--- src/rtl/vga_layer_arb_pkg.sv ---
// rtl/vga_layer_arb_pkg.sv - shared widths, config FSM states and helpers for the layer arbiter
package vga_arb_pkg;
  localparam int RGB_W        = 12;
  localparam int CNT_W        = 11;
  localparam int N_LAYERS_MAX = 8;
  localparam int IDX_W        = $clog2(N_LAYERS_MAX);

  typedef enum logic [1:0] {IDLE, PENDING, COMMIT, WAIT_DROP} cfg_state_t;

  // True when two or more bits are set: clearing the lowest set bit leaves something behind.
  function automatic logic multi_hot(input logic [N_LAYERS_MAX-1:0] v);
    return (v & (v - 1'b1)) != '0;
  endfunction
endpackage

--- src/rtl/vga_layer_arb_if.sv ---
// rtl/vga_layer_arb_if.sv - VGA timing + rgb bundle with driver (out) and receiver (in) views
interface vga_if;
  import vga_arb_pkg::*;
  logic [CNT_W-1:0] vcount;
  logic [CNT_W-1:0] hcount;
  logic             vsync;
  logic             hsync;
  logic             vblnk;
  logic             hblnk;
  logic [RGB_W-1:0] rgb;

  modport out (output vcount, hcount, vsync, hsync, vblnk, hblnk, rgb);
  modport in  (input  vcount, hcount, vsync, hsync, vblnk, hblnk, rgb);
endinterface

--- src/rtl/vga_layer_arb_prio.sv ---
// rtl/vga_layer_arb_prio.sv - layer_prio_enc: lowest-set-bit priority encoder (index 0 wins)
module layer_prio_enc
  import vga_arb_pkg::*;
#(
  parameter int N = 4
) (
  input  logic [N-1:0]     req,
  output logic             hit,
  output logic [IDX_W-1:0] idx
);
  // Scan downward so the lowest set bit is the last one written.
  always_comb begin
    hit = 1'b0;
    idx = '0;
    for (int i = N - 1; i >= 0; i--) begin
      if (req[i]) begin
        hit = 1'b1;
        idx = IDX_W'(i);
      end
    end
  end
endmodule

--- src/rtl/vga_layer_arb.sv ---
// rtl/vga_layer_arb.sv - two-stage per-pixel layer compositor with vblank-committed enable mask
// Optional collision tracking is built when LAYER_ARB_COLLISION_EN is defined.
module vga_layer_arb
  import vga_arb_pkg::*;
#(
  parameter int               N_LAYERS  = 4,
  parameter logic [RGB_W-1:0] BLANK_RGB = 12'h000
) (
  input  logic                            clk,
  input  logic                            rst,
  vga_if.in                               vga_in,
  vga_if.out                              vga_out,
  input  logic [N_LAYERS-1:0][RGB_W-1:0]  layer_rgb,
  input  logic [N_LAYERS-1:0]             layer_valid,
  input  logic                            cfg_req,
  input  logic [N_LAYERS-1:0]             cfg_mask,
  output logic                            cfg_ack,
  output logic [N_LAYERS-1:0]             layer_en,
  output logic                            collision,
  output logic [N_LAYERS-1:0]             collision_mask
);
  cfg_state_t           state;
  logic [N_LAYERS-1:0]  pend_mask;
  logic                 vblnk_q;
  logic                 vblank_rise;
  logic [N_LAYERS-1:0]  vis;
  logic                 win_hit;
  logic [IDX_W-1:0]     win_idx;
  logic [RGB_W-1:0]     win_rgb;

  logic [CNT_W-1:0]     s1_hcount, s1_vcount;
  logic                 s1_hsync, s1_vsync, s1_hblnk, s1_vblnk, s1_blank;
  logic [RGB_W-1:0]     s1_rgb;

  assign vblank_rise = vga_in.vblnk & ~vblnk_q;
  assign vis         = layer_en & layer_valid;

  layer_prio_enc #(.N(N_LAYERS)) u_prio (
    .req (vis),
    .hit (win_hit),
    .idx (win_idx)
  );

  always_comb begin
    win_rgb = vga_in.rgb;
    for (int i = 0; i < N_LAYERS; i++) begin
      if (win_hit && win_idx == IDX_W'(i)) win_rgb = layer_rgb[i];
    end
  end

  // Stage 1 captures the pixel decision; stage 2 applies the blank override.
  always_ff @(posedge clk) begin
    if (rst) begin
      s1_hcount <= '0; s1_vcount <= '0;
      s1_hsync  <= 1'b0; s1_vsync <= 1'b0;
      s1_hblnk  <= 1'b0; s1_vblnk <= 1'b0;
      s1_blank  <= 1'b0; s1_rgb   <= '0;
      vga_out.hcount <= '0; vga_out.vcount <= '0;
      vga_out.hsync  <= 1'b0; vga_out.vsync <= 1'b0;
      vga_out.hblnk  <= 1'b0; vga_out.vblnk <= 1'b0;
      vga_out.rgb    <= '0;
    end else begin
      s1_hcount <= vga_in.hcount; s1_vcount <= vga_in.vcount;
      s1_hsync  <= vga_in.hsync;  s1_vsync  <= vga_in.vsync;
      s1_hblnk  <= vga_in.hblnk;  s1_vblnk  <= vga_in.vblnk;
      s1_blank  <= vga_in.hblnk | vga_in.vblnk;
      s1_rgb    <= win_rgb;
      vga_out.hcount <= s1_hcount; vga_out.vcount <= s1_vcount;
      vga_out.hsync  <= s1_hsync;  vga_out.vsync  <= s1_vsync;
      vga_out.hblnk  <= s1_hblnk;  vga_out.vblnk  <= s1_vblnk;
      vga_out.rgb    <= s1_blank ? BLANK_RGB : s1_rgb;
    end
  end

  // WAIT_DROP keeps a held request from committing again every frame.
  always_ff @(posedge clk) begin
    if (rst) begin
      state     <= IDLE;
      layer_en  <= '1;
      pend_mask <= '0;
      cfg_ack   <= 1'b0;
      vblnk_q   <= 1'b0;
    end else begin
      vblnk_q <= vga_in.vblnk;
      cfg_ack <= 1'b0;
      case (state)
        IDLE:      if (cfg_req) begin pend_mask <= cfg_mask; state <= PENDING; end
        PENDING:   if (vblank_rise) begin layer_en <= pend_mask; state <= COMMIT; end
        COMMIT:    begin cfg_ack <= 1'b1; state <= WAIT_DROP; end
        WAIT_DROP: if (!cfg_req) state <= IDLE;
        default:   state <= IDLE;
      endcase
    end
  end

`ifdef LAYER_ARB_COLLISION_EN
  logic                sticky_hit;
  logic [N_LAYERS-1:0] sticky_mask;
  logic                hit_now;

  assign hit_now = ~(vga_in.hblnk | vga_in.vblnk) & multi_hot(N_LAYERS_MAX'(vis));

  // The frame summary is published at vblank_rise while the sticky set restarts for the next frame.
  always_ff @(posedge clk) begin
    if (rst) begin
      sticky_hit     <= 1'b0;
      sticky_mask    <= '0;
      collision      <= 1'b0;
      collision_mask <= '0;
    end else if (vblank_rise) begin
      collision      <= sticky_hit;
      collision_mask <= sticky_mask;
      sticky_hit     <= hit_now;
      sticky_mask    <= hit_now ? vis : '0;
    end else begin
      sticky_hit <= sticky_hit | hit_now;
      if (hit_now) sticky_mask <= sticky_mask | vis;
    end
  end
`else
  assign collision      = 1'b0;
  assign collision_mask = '0;
`endif
endmodule
--- src/flat_wrapper.sv ---
// flat-port wrapper written by rule: the top's interface ports become plain ports
module vga_layer_arb_flat import vga_arb_pkg::*;
#(
  parameter int               N_LAYERS  = 4,
  parameter logic [RGB_W-1:0] BLANK_RGB = 12'h000
)
  (clk, rst, layer_rgb, layer_valid, cfg_req, cfg_mask, cfg_ack, layer_en, collision, collision_mask, vga_in_vcount, vga_in_hcount, vga_in_vsync, vga_in_hsync, vga_in_vblnk, vga_in_hblnk, vga_in_rgb, vga_out_vcount, vga_out_hcount, vga_out_vsync, vga_out_hsync, vga_out_vblnk, vga_out_hblnk, vga_out_rgb);
  vga_if vga_in_i ();
  vga_if vga_out_i ();
  input  logic clk;
  input  logic rst;
  input  logic [N_LAYERS-1:0][RGB_W-1:0] layer_rgb;
  input  logic [N_LAYERS-1:0] layer_valid;
  input  logic cfg_req;
  input  logic [N_LAYERS-1:0] cfg_mask;
  output logic cfg_ack;
  output logic [N_LAYERS-1:0] layer_en;
  output logic collision;
  output logic [N_LAYERS-1:0] collision_mask;
  input wire logic [$bits(vga_in_i.vcount)-1:0] vga_in_vcount;
  input wire logic [$bits(vga_in_i.hcount)-1:0] vga_in_hcount;
  input wire logic [$bits(vga_in_i.vsync)-1:0] vga_in_vsync;
  input wire logic [$bits(vga_in_i.hsync)-1:0] vga_in_hsync;
  input wire logic [$bits(vga_in_i.vblnk)-1:0] vga_in_vblnk;
  input wire logic [$bits(vga_in_i.hblnk)-1:0] vga_in_hblnk;
  input wire logic [$bits(vga_in_i.rgb)-1:0] vga_in_rgb;
  output wire logic [$bits(vga_out_i.vcount)-1:0] vga_out_vcount;
  output wire logic [$bits(vga_out_i.hcount)-1:0] vga_out_hcount;
  output wire logic [$bits(vga_out_i.vsync)-1:0] vga_out_vsync;
  output wire logic [$bits(vga_out_i.hsync)-1:0] vga_out_hsync;
  output wire logic [$bits(vga_out_i.vblnk)-1:0] vga_out_vblnk;
  output wire logic [$bits(vga_out_i.hblnk)-1:0] vga_out_hblnk;
  output wire logic [$bits(vga_out_i.rgb)-1:0] vga_out_rgb;
  assign vga_in_i.vcount = vga_in_vcount;
  assign vga_in_i.hcount = vga_in_hcount;
  assign vga_in_i.vsync = vga_in_vsync;
  assign vga_in_i.hsync = vga_in_hsync;
  assign vga_in_i.vblnk = vga_in_vblnk;
  assign vga_in_i.hblnk = vga_in_hblnk;
  assign vga_in_i.rgb = vga_in_rgb;
  assign vga_out_vcount = vga_out_i.vcount;
  assign vga_out_hcount = vga_out_i.hcount;
  assign vga_out_vsync = vga_out_i.vsync;
  assign vga_out_hsync = vga_out_i.hsync;
  assign vga_out_vblnk = vga_out_i.vblnk;
  assign vga_out_hblnk = vga_out_i.hblnk;
  assign vga_out_rgb = vga_out_i.rgb;
  vga_layer_arb #(.N_LAYERS(N_LAYERS), .BLANK_RGB(BLANK_RGB)) u_core (.clk(clk), .rst(rst), .vga_in(vga_in_i), .vga_out(vga_out_i), .layer_rgb(layer_rgb), .layer_valid(layer_valid), .cfg_req(cfg_req), .cfg_mask(cfg_mask), .cfg_ack(cfg_ack), .layer_en(layer_en), .collision(collision), .collision_mask(collision_mask));
endmodule
--- config.mk ---
export PLATFORM = sky130hd
export DESIGN_NAME = vga_layer_arb_flat
export DESIGN_NICKNAME = d
export VERILOG_FILES = /design/src/rtl/vga_layer_arb_pkg.sv /design/src/rtl/vga_layer_arb_if.sv /design/src/rtl/vga_layer_arb_prio.sv /design/src/rtl/vga_layer_arb.sv /design/src/flat_wrapper.sv
export SDC_FILE = /design/constraint.sdc
export NUM_CORES = 1
export LEC_CHECK = 0
export BUFFER_PORTS_ARGS = -buffer_cell sky130_fd_sc_hd__buf_2
export CAP_MARGIN = 20
export CORE_MARGIN = 5
export CORE_UTILIZATION = 50
export DETAILED_ROUTE_END_ITERATION = 16
export PLACE_DENSITY = 0.82
export SLEW_MARGIN = 25
export SYNTH_ARGS = -nofsm -noshare
export SYNTH_HDL_FRONTEND = slang
export SYNTH_HIERARCHICAL = 1
export SYNTH_SLANG_ARGS = --single-unit
--- constraint.sdc ---
create_clock -name clk -period 5 [get_ports clk]
set_input_delay 1.25 -clock clk [delete_from_list [all_inputs] [get_ports clk]]
set_output_delay 1.25 -clock clk [all_outputs]
set_load 0.02 [all_outputs]
==> run metrics <==
GRT Total Usage=17.5%; Sequential Power Share=50.5%; max-slew violation count=0; CTS clk-pin slew, worst paths=0.10 ns; # port buffers=139; antenna diode count=0; Clock Power Share=28.0%; CTS tree=built; Rel. slew slack=42.3%; reg2reg path depth=7; Placement Cell Area=0.00389 sq mm; hpwl dp=5560 um; syn avg cell area=9.87 sq um; CTS buffer count=9; chip width=90.0 um; Post-synth ARST share=0%; share of cells above drive strength 1=37.0%; Internal Dissipation=0.00110 W; P&R area growth vs syn=27.2%; ANT nets after route=0; Longest Clk Path Bufs=2; commonest cells in the synthesized netlist=dfxtp_1 (88), nor2b_1 (54), nor2_1 (46); DR iter-0 viols=183; Nets=557; pwr/cell area=384 mW/mm^2; dominant synthesized flop cell=dfxtp_1; CP Launch Type=primary input; #FFs+latches synth=88; hold_sp=u_core/s1_rgb[1]$_SDFF_PP0_; post-cts sizing count=0; Worst Path Buf+Inv=1; Sw Share=29.8%; worst-case clock skew=0.0137 ns; CP max stage delay=0.55 ns; worst slack at placement=1.77 ns; Critical Path Stages=7; Die H=90.0 um; CP delay by family, top=simple AND/OR/NAND/NOR gates; Post-Syn Area=0.00320 sq mm; yosys warns=6; RSZ-0062 raised after global routing=no; number of top-level pins=145; Fmax achieved=0.343 GHz; Clk Latency, worst-skew pair=0.34 ns; Pre-antenna DRT Iters=4; core area=0.00628 sq mm; clock root cell=clkbuf_8; Worst EP arrival=3.17 ns; min Tclk post-route=2.92 ns; Switch Pwr=0.000466 W; Pleak=1.90 nW; FP Rows=29; CP Cell Sequence=buf_2 -> and2_1 -> nor3_1 -> nand2b_1 -> o21ai_0 -> a221o_1 -> a211oi_2; VDD IR max=265 uV; max-capacitance violation count=0; # fillers=538; initial antenna violation count=0; CP max-delay cell=nor3_1; Min-Delay Path Class=register to register; DR vias/cell=4.89; Worst Path Required=5.26 ns; Critical Path Source=layer_valid[0]; Crit Path Max Fanout=12; CP endpoint kind=register; utilization after layout=64.8%; most common cell in the netlist=dfxtp_1; Cells after Synth=324; Initial Util=50.9%; Yosys cell types=29; share of the synthesized area in the top cell type=55.1%; total wire length=7430 um; vias in the first global route=2528; setup total negative slack=0 ns; slew at the pin with the worst max-slew slack=0.865 ns; Final Hold Fails=0; Post-synth EDFFs=0; Synth area leaders=dfxtp_1 (55%), nor2b_1 (11%), nor2_1 (5.4%); gp weighted congestion=0.918; Reg2Reg Setup Slack=2.76 ns; Synth area leader=dfxtp_1; FF-to-FF Start=u_core/layer_en[3]$_SDFFE_PP1P_; status=finished clean; Setup WS post-layout=2.08 ns; setup bufs post-CTS=0; # DRC=0; Worst Setup EP=u_core/s1_rgb[8]$_SDFF_PP0_; Vias=2624; Gate power share=21.4%; wire length per cell=13.8 um; Pwr Total=0.00156 W; # setup viols final=0; H-tree depth=3; first-pass GRT wire length=11600 um; Die Area=0.00809 sq mm; final worst-path cycle share=58.3%; critical path type=primary input to register; Post-Layout Inst Area=0.00407 sq mm; Hold Buf Count CTS=0; share of the yosys chip area belonging to registers=55.1%; largest net degree at the start of global routing=54; Sink Count=88; GRT overflow=0; r2r endpoint=u_core/s1_rgb[8]$_SDFF_PP0_
[metal layers]
layer,routed length [um],global-route usage [%]
met1,2920,20.1
met2,3790,29.1
met3,513,4.67
met4,213,10.0
met5,0,0
[layout make-up]
cell class              count  area [sq um]  area share (%)
clock buffers              10           128            3.14
clock inverters             6          52.6            1.29
flip-flops and latches     88          1760            43.3
repair buffers            141           711            17.5
well taps                  77          96.3            2.37
multi-input cells         208          1290            31.8
inverters                   7          26.3           0.646
[how the worst min path moves through the flow]
stage | end | cells past startpoint
floorplan | u_core/vga_out.rgb[0]$_SDFF_PP0_ | 1
global placement | u_core/vga_out.rgb[5]$_SDFF_PP0_ | 1
detailed placement | u_core/vga_out.rgb[9]$_SDFF_PP0_ | 1
CTS | u_core/vga_out.rgb[1]$_SDFF_PP0_ | 1
global route | u_core/vga_out.rgb[1]$_SDFF_PP0_ | 1
finish | u_core/vga_out.rgb[1]$_SDFF_PP0_ | 1
[cell families after synthesis]
| family | Yosys count | synth area share [%] |
|---|---|---|
| adders and majority gates | 5 | 1.96 |
| muxes | 1 | 0.313 |
| other | 2 | 0.235 |
| AOI/OAI and AO/OA | 59 | 14.4 |
| DFF | 88 | 55.1 |
| and+or+nand+nor | 137 | 23.0 |
| buffers and inverters | 32 | 4.97 |
[flip-flops by register name, summed over array words and instances (netlist names), 2 cells and up]
name	cells
u_core/layer_en	4
u_core/vga_out.vcount	11
u_core/pend_mask	4
u_core/s1_vcount	11
u_core/state	2
u_core/s1_hcount	11
u_core/s1_rgb	12
u_core/vga_out.hcount	11
u_core/vga_out.rgb	12
[through the flow]
step	hold slack [ns]	instances
after CTS	0.430	537
after global routing	0.451	537
final	0.418	537
after global placement	0.410	521
after detailed placement	0.414	521
after floorplan	0.406	328
[layout by cell type, fill, tap and decap left out, types with 7 or more instances in the layout]
cell type,count
nor2_1,46
inv_1,7
buf_2,139
a221o_1,12
o21ai_0,24
dfxtp_1,88
and2_1,17
nor2b_1,54
a211oi_2,10
clkbuf_8,9
[power groups by stage]
stage                     logic, W  clock network, W  registers [W]
after global placement    0.000324                 0       0.000805
after detailed placement  0.000334                 0       0.000806
after CTS                 0.000334          0.000454       0.000790
after global routing      0.000369          0.000481       0.000798
after floorplan           0.000217                 0       0.000829
final                     0.000335          0.000438       0.000790
Note: power is estimated with default switching activity, not from simulation.
